**config.mk**
```make
export PLATFORM = sky130hd
export DESIGN_NAME = sram_mem_ctrl
export DESIGN_NICKNAME = d
export VERILOG_FILES = /design/src/rtl/mem_pkg.sv /design/src/rtl/sram_mem_ctrl_wait_counter.sv /design/src/rtl/sram_mem_ctrl.sv
export SDC_FILE = /design/constraint.sdc
export NUM_CORES = 1
export LEC_CHECK = 0
export BUFFER_PORTS_ARGS = -buffer_cell sky130_fd_sc_hd__buf_2
export CAP_MARGIN = 10
export CORE_MARGIN = 3
export CORE_UTILIZATION = 45
export CTS_BUF_LIST = sky130_fd_sc_hd__clkbuf_8
export DETAILED_ROUTE_END_ITERATION = 6
export PLACE_DENSITY = 0.76
export SYNTH_ARGS = -nofsm -noshare
export SYNTH_HDL_FRONTEND = slang
export SYNTH_SLANG_ARGS = --single-unit
```
**constraint.sdc**
```tcl
create_clock -name clk -period 8.87 [get_ports clk]
set_input_delay 1.774 -clock clk [delete_from_list [all_inputs] [get_ports clk]]
set_output_delay 1.774 -clock clk [all_outputs]
set_load 0.03 [all_outputs]
```
**src/rtl/mem_pkg.sv**
```systemverilog
// rtl/mem_pkg.sv - shared types and constants for the SRAM memory controller
package mem_pkg;

  localparam int DEFAULT_DATA_MEM_BASE = 1024;
  localparam int SRAM_DW               = 16;

  typedef enum logic [2:0] {
    IDLE  = 3'd0,
    RD_LO = 3'd1,
    RD_HI = 3'd2,
    WR_LO = 3'd3,
    WR_HI = 3'd4,
    DONE  = 3'd5
  } sram_state_t;

  function automatic logic is_access(input sram_state_t s);
    return (s == RD_LO) || (s == RD_HI) || (s == WR_LO) || (s == WR_HI);
  endfunction

endpackage

```
**src/rtl/sram_mem_ctrl_wait_counter.sv**
```systemverilog
// rtl/sram_mem_ctrl_wait_counter.sv - loadable down-counter timing each half-access
module wait_counter #(
  parameter int WAIT_CYCLES = 2
) (
  input  logic clk,
  input  logic rst,
  input  logic load,
  output logic done
);

  localparam int CW = $clog2(WAIT_CYCLES + 1);

  logic [CW-1:0] count;

  always_ff @(posedge clk or posedge rst) begin
    if (rst) begin
      count <= '0;
    end else if (load) begin
      count <= CW'(WAIT_CYCLES);
    end else if (count != '0) begin
      count <= count - 1'b1;
    end
  end

  // done marks the last cycle of the current half-access
  assign done = (count == CW'(1));

endmodule

```
**src/rtl/sram_mem_ctrl.sv**
```systemverilog
// rtl/sram_mem_ctrl.sv - 32-bit MEM-stage access split into two 16-bit SRAM accesses
module sram_mem_ctrl
  import mem_pkg::*;
#(
  parameter int WAIT_CYCLES   = 2,
  parameter int SRAM_AW       = 18,
  parameter int DATA_MEM_BASE = DEFAULT_DATA_MEM_BASE
) (
  input  logic               clk,
  input  logic               rst,
  input  logic               rd_en,
  input  logic               wr_en,
  input  logic [31:0]        address,
  input  logic [31:0]        write_data,
  output logic [31:0]        read_data,
  output logic               ready,
  output logic [SRAM_AW-1:0] sram_addr,
  output logic [SRAM_DW-1:0] sram_dq_out,
  input  logic [SRAM_DW-1:0] sram_dq_in,
  output logic               sram_dq_oe,
  output logic               sram_ce_n,
  output logic               sram_oe_n,
  output logic               sram_we_n,
  output logic               sram_ub_n,
  output logic               sram_lb_n
);

  localparam int WW = SRAM_AW - 1;

  sram_state_t         state, next_state;
  logic [WW-1:0]       word_q, word_next;
  logic [31:0]         wdata_q, wdata_next;
  logic                accept;
  logic                cnt_done;

  logic [SRAM_AW-1:0]  addr_d;
  logic [SRAM_DW-1:0]  dq_out_d;
  logic                dq_oe_d, ce_n_d, oe_n_d, we_n_d, bytes_n_d;

  wait_counter #(.WAIT_CYCLES(WAIT_CYCLES)) u_wait (
    .clk  (clk),
    .rst  (rst),
    .load (next_state != state),
    .done (cnt_done)
  );

  always_ff @(posedge clk or posedge rst) begin
    if (rst) begin
      state <= IDLE;
    end else begin
      state <= next_state;
    end
  end

  always_comb begin
    next_state = state;
    accept     = 1'b0;
    unique case (state)
      IDLE: begin
        if (wr_en) begin
          next_state = WR_LO;
          accept     = 1'b1;
        end else if (rd_en) begin
          next_state = RD_LO;
          accept     = 1'b1;
        end
      end
      RD_LO:   if (cnt_done) next_state = RD_HI;
      RD_HI:   if (cnt_done) next_state = DONE;
      WR_LO:   if (cnt_done) next_state = WR_HI;
      WR_HI:   if (cnt_done) next_state = DONE;
      DONE:    next_state = IDLE;
      default: next_state = IDLE;
    endcase
  end

  always_comb begin
    word_next  = word_q;
    wdata_next = wdata_q;
    if (accept) begin
      word_next  = WW'((address - 32'(DATA_MEM_BASE)) >> 2);
      wdata_next = write_data;
    end
  end

  always_ff @(posedge clk or posedge rst) begin
    if (rst) begin
      word_q  <= '0;
      wdata_q <= '0;
    end else begin
      word_q  <= word_next;
      wdata_q <= wdata_next;
    end
  end

  // Pad outputs are decoded from the upcoming state and registered, so they
  // change only on state boundaries and stay flat across each half-access.
  always_comb begin
    addr_d    = sram_addr;
    dq_out_d  = sram_dq_out;
    dq_oe_d   = 1'b0;
    ce_n_d    = 1'b1;
    oe_n_d    = 1'b1;
    we_n_d    = 1'b1;
    bytes_n_d = 1'b1;
    if (is_access(next_state)) begin
      ce_n_d    = 1'b0;
      bytes_n_d = 1'b0;
    end
    unique case (next_state)
      RD_LO: begin
        addr_d = {word_next, 1'b0};
        oe_n_d = 1'b0;
      end
      RD_HI: begin
        addr_d = {word_next, 1'b1};
        oe_n_d = 1'b0;
      end
      WR_LO: begin
        addr_d   = {word_next, 1'b0};
        dq_out_d = wdata_next[15:0];
        dq_oe_d  = 1'b1;
        we_n_d   = 1'b0;
      end
      WR_HI: begin
        addr_d   = {word_next, 1'b1};
        dq_out_d = wdata_next[31:16];
        dq_oe_d  = 1'b1;
        we_n_d   = 1'b0;
      end
      default: ;
    endcase
  end

  always_ff @(posedge clk or posedge rst) begin
    if (rst) begin
      sram_addr   <= '0;
      sram_dq_out <= '0;
      sram_dq_oe  <= 1'b0;
      sram_ce_n   <= 1'b1;
      sram_oe_n   <= 1'b1;
      sram_we_n   <= 1'b1;
      sram_ub_n   <= 1'b1;
      sram_lb_n   <= 1'b1;
    end else begin
      sram_addr   <= addr_d;
      sram_dq_out <= dq_out_d;
      sram_dq_oe  <= dq_oe_d;
      sram_ce_n   <= ce_n_d;
      sram_oe_n   <= oe_n_d;
      sram_we_n   <= we_n_d;
      sram_ub_n   <= bytes_n_d;
      sram_lb_n   <= bytes_n_d;
    end
  end

  always_ff @(posedge clk or posedge rst) begin
    if (rst) begin
      read_data <= '0;
    end else if (cnt_done && state == RD_LO) begin
      read_data[15:0] <= sram_dq_in;
    end else if (cnt_done && state == RD_HI) begin
      read_data[31:16] <= sram_dq_in;
    end
  end

  assign ready = (state == DONE) || (state == IDLE && !rd_en && !wr_en);

endmodule

```
==> results.toml <==
[yosys]
yosysSeqAreaShare = 0.581
synth_top_family_by_area = "multiplexers"
synth.net_count = 514
avgSynthCellArea_um2 = 12.5
synthFlopType = "dfrtp_1"
syn_inst = 427
synth_compound_area_frac = 0.102
synth_xor_area_frac = 0.00655
synth-edff-count = 0
synth_seq_cells = 124
synthAdderAreaFrac = 0.00702
ys_warn_count = 0
syn_area_mm2 = 0.00535
async_flop_share = 1.00
synth.mux.area_fraction = 0.166
synthDistinctLibCells = 46
synthSimpleGateAreaFrac = 0.0920

[sta]
setup_viol = 0
worstMarginPinSlew_ns = 1.07
holdWs_ns = 0.474
rsz0062_at_grt = "no"
setup_tns_ns = 0
finClkSkew_ns = 0.00712
fmax_mhz = 224
slew_headroom = 0.286
fin_crit_sh = 0.504
finalMaxSlewViolations = 0
hold_viol_final = 0
period_needed_ns = 4.47

[cells_and_area]
fill_cells = 958
fin_area_mm2 = 0.00649
antennaDiodeCount = 0
drive_gt1_frac = 0.465
final_cells = 719
areaGrowthSynthToFinish_pct = 21.5
final_core_util = 0.564
final_nets = 650

[setup_path]
critical_path_class = "input port to primary output"
crit_fanout = 4
worstSetupEndpointType = "primary output"
worst_path_largest_cell_delay_ns = 0.36
critPathRequiredTime_ns = 7.10
start_kind = "input port"
cp_slowest_cell = "or3_1"
cp_cell_sequence = "buf_2 -> or3_1 -> nor2_1 -> a21oi_1 -> nor2_1 -> buf_2"
cp.arrival_ns = 2.70
critPathTopFamily = "simple AND/OR/NAND/NOR gates"
cp_num_buf_inv = 2

[floorplan]
io_pins = 157
start_util = 0.464
die_h_um = 115
coreArea_mm2 = 0.0115
rows = 39
dieArea_mm2 = 0.0132
die_w_um = 115

[run]
drv_cap = 0

[cts]
cts_setup_buffers = 0
hold_buffers = 0
clk_latency_ns = 0.43
clk_path_buf_depth = 2
htree_levels = 4
cts-resized-gates = 0
root_buffer = "clkbuf_8"
cts_tree = "yes"
cts_buffers = 17
clock_sinks = 124
clk_pin_slew_ns = 0.07

[placed_design]
placed_area_mm2 = 0.00607
dp_hpwl_um = 8070
place.gp.congestion = 0.767
dp_cells = 687
port_buffers = 141

[drt]
post-route-drc-count = 0
drt_iter0_drc = 270
vias = 3744
wl_per_cell_um = 16.3
first_pass_iters = 4
routed_wl_um = 11700
drt-vias-per-instance = 5.21
ant_nets = 0

[worst_hold_path]
hold_class = "flip-flop to flip-flop"

[power_and_ir_drop]
irDropWorstVdd_uv = 229
powerDensity_mw_per_mm2 = 428
leakage_nw = 3.07

[global_routing]
grt_pass1_wl_um = 19300
grt_pass1_vias = 3987
grt_overflow = 0
antenna_found_initial = 0
track_usage = 0.187
grt_max_degree = 76

[status]
status = "finished clean"
[cell families after synthesis]
kind of cell,after synthesis
AND/OR/NAND/NOR,100
buffers and inverters,39
adder cells (fa/ha/maj),3
flip-flops,124
AO/OA/AOI/OAI,81
XOR/XNOR,4
multiplexers,76
[routing by layer]
layer | GRT usage | routed length [um]
met1 | 0.223 | 4970
met2 | 0.303 | 5610
met3 | 0.0768 | 1000
met5 | 0 | 0
met4 | 0.0743 | 139
[final timing paths]
path,slack [ns],end,from,cells past startpoint
min in group asynchronous,1.42,read_data[18],rst,2
setup reg to reg,5.72,sram_addr[9],state[0],4
hold reg to reg,0.47,wdata_q[5],wdata_q[5],2
hold / removal,0.47,wdata_q[5],wdata_q[5],2
setup / recovery,4.40,ready,rd_en,6
max in group asynchronous,6.08,word_q[0],rst,3
[worst reg2reg max path, cell delays in order (launching register included)]
cell and delay (ns):
dfrtp_1 0.54, nor2_2 0.90, nand3_1 0.82, mux2_2 0.52, mux2_4 0.26
[synthesized netlist by cell type (2+ instances only)]
cell | instances | area (um2)
dfstp_2 | 3 | 78.8
buf_2 | 7 | 35.0
a31oi_1 | 10 | 62.6
nand2_1 | 52 | 195
nor2b_1 | 5 | 31.3
clkbuf_1 | 9 | 33.8
o31ai_1 | 4 | 30.0
buf_6 | 7 | 78.8
or4_4 | 2 | 22.5
a221o_1 | 16 | 160
xor2_1 | 2 | 17.5
nand3_1 | 17 | 85.1
dfrtp_1 | 121 | 3030
or3_1 | 4 | 25.0
mux2_4 | 9 | 135
a21oi_1 | 19 | 95.1
inv_1 | 8 | 30.0
mux2_2 | 67 | 754
buf_4 | 5 | 37.5
o21ai_0 | 23 | 115
or4_1 | 2 | 15.0
ha_1 | 3 | 37.5
nor2_1 | 8 | 30.0
xnor2_1 | 2 | 17.5
[cell usage in the layout, fill, tap and decap left out, types with 2 or more instances in the layout]
master	Yosys	routed
nor2_1	8	8
ha_1	3	3
nand3_1	17	17
clkinvlp_4	0	3
dfstp_2	3	3
a221o_1	16	16
inv_1	8	8
a31oi_1	10	10
clkinv_2	0	6
nor2b_1	5	5
buf_2	7	141
nand2_1	52	52
clkbuf_8	0	18
bufinv_16	0	4
xor2_1	2	2
o31ai_1	4	4
mux2_4	9	9
buf_4	5	6
xnor2_1	2	2
dfrtp_1	121	121
or3_1	4	4
or4_1	2	2
or4_4	2	2
o21ai_0	23	23
mux2_2	67	67
a21oi_1	19	19
[through the flow]
| stage | worst slack (ns) | power (mW) |
|---|---|---|
| 6_report | 4.40 | 2.78 |
| 5_1_grt | 4.31 | 2.97 |
| 4_1_cts | 4.39 | 2.82 |
| 3_5_place_dp | 4.39 | 2.28 |
| 3_3_place_gp | 4.37 | 2.22 |
| 2_1_floorplan | 3.80 | 1.98 |
[power by group]
group | switching, mW | leakage (nW) | internal (mW)
logic | 0.755 | 1.39 | 0.499
registers | 0.140 | 1.47 | 0.858
clock network | 0.218 | 0.215 | 0.309
total | 1.11 | 3.07 | 1.67
[state kept, by name, summed over array words and instances, names as in the netlist]
register      flops
u_wait.count      2
sram_dq_oe        1
sram_oe_n         1
read_data        32
state             3
wdata_q          32
sram_lb_n         1
word_q           17
sram_addr        18
sram_we_n         1
sram_dq_out      16
[final cells by class]
type                    instances  area, um2  area share
clock buffers                  18        248      0.0382
clock inverters                14        176      0.0272
inverters                       9       36.3     0.00559
multi-input cells             264       2000       0.308
flip-flops and latches        124       3110       0.478
well taps                     143        179      0.0276
repair buffers                147        751       0.116
(Power assumes the default switching activity.)
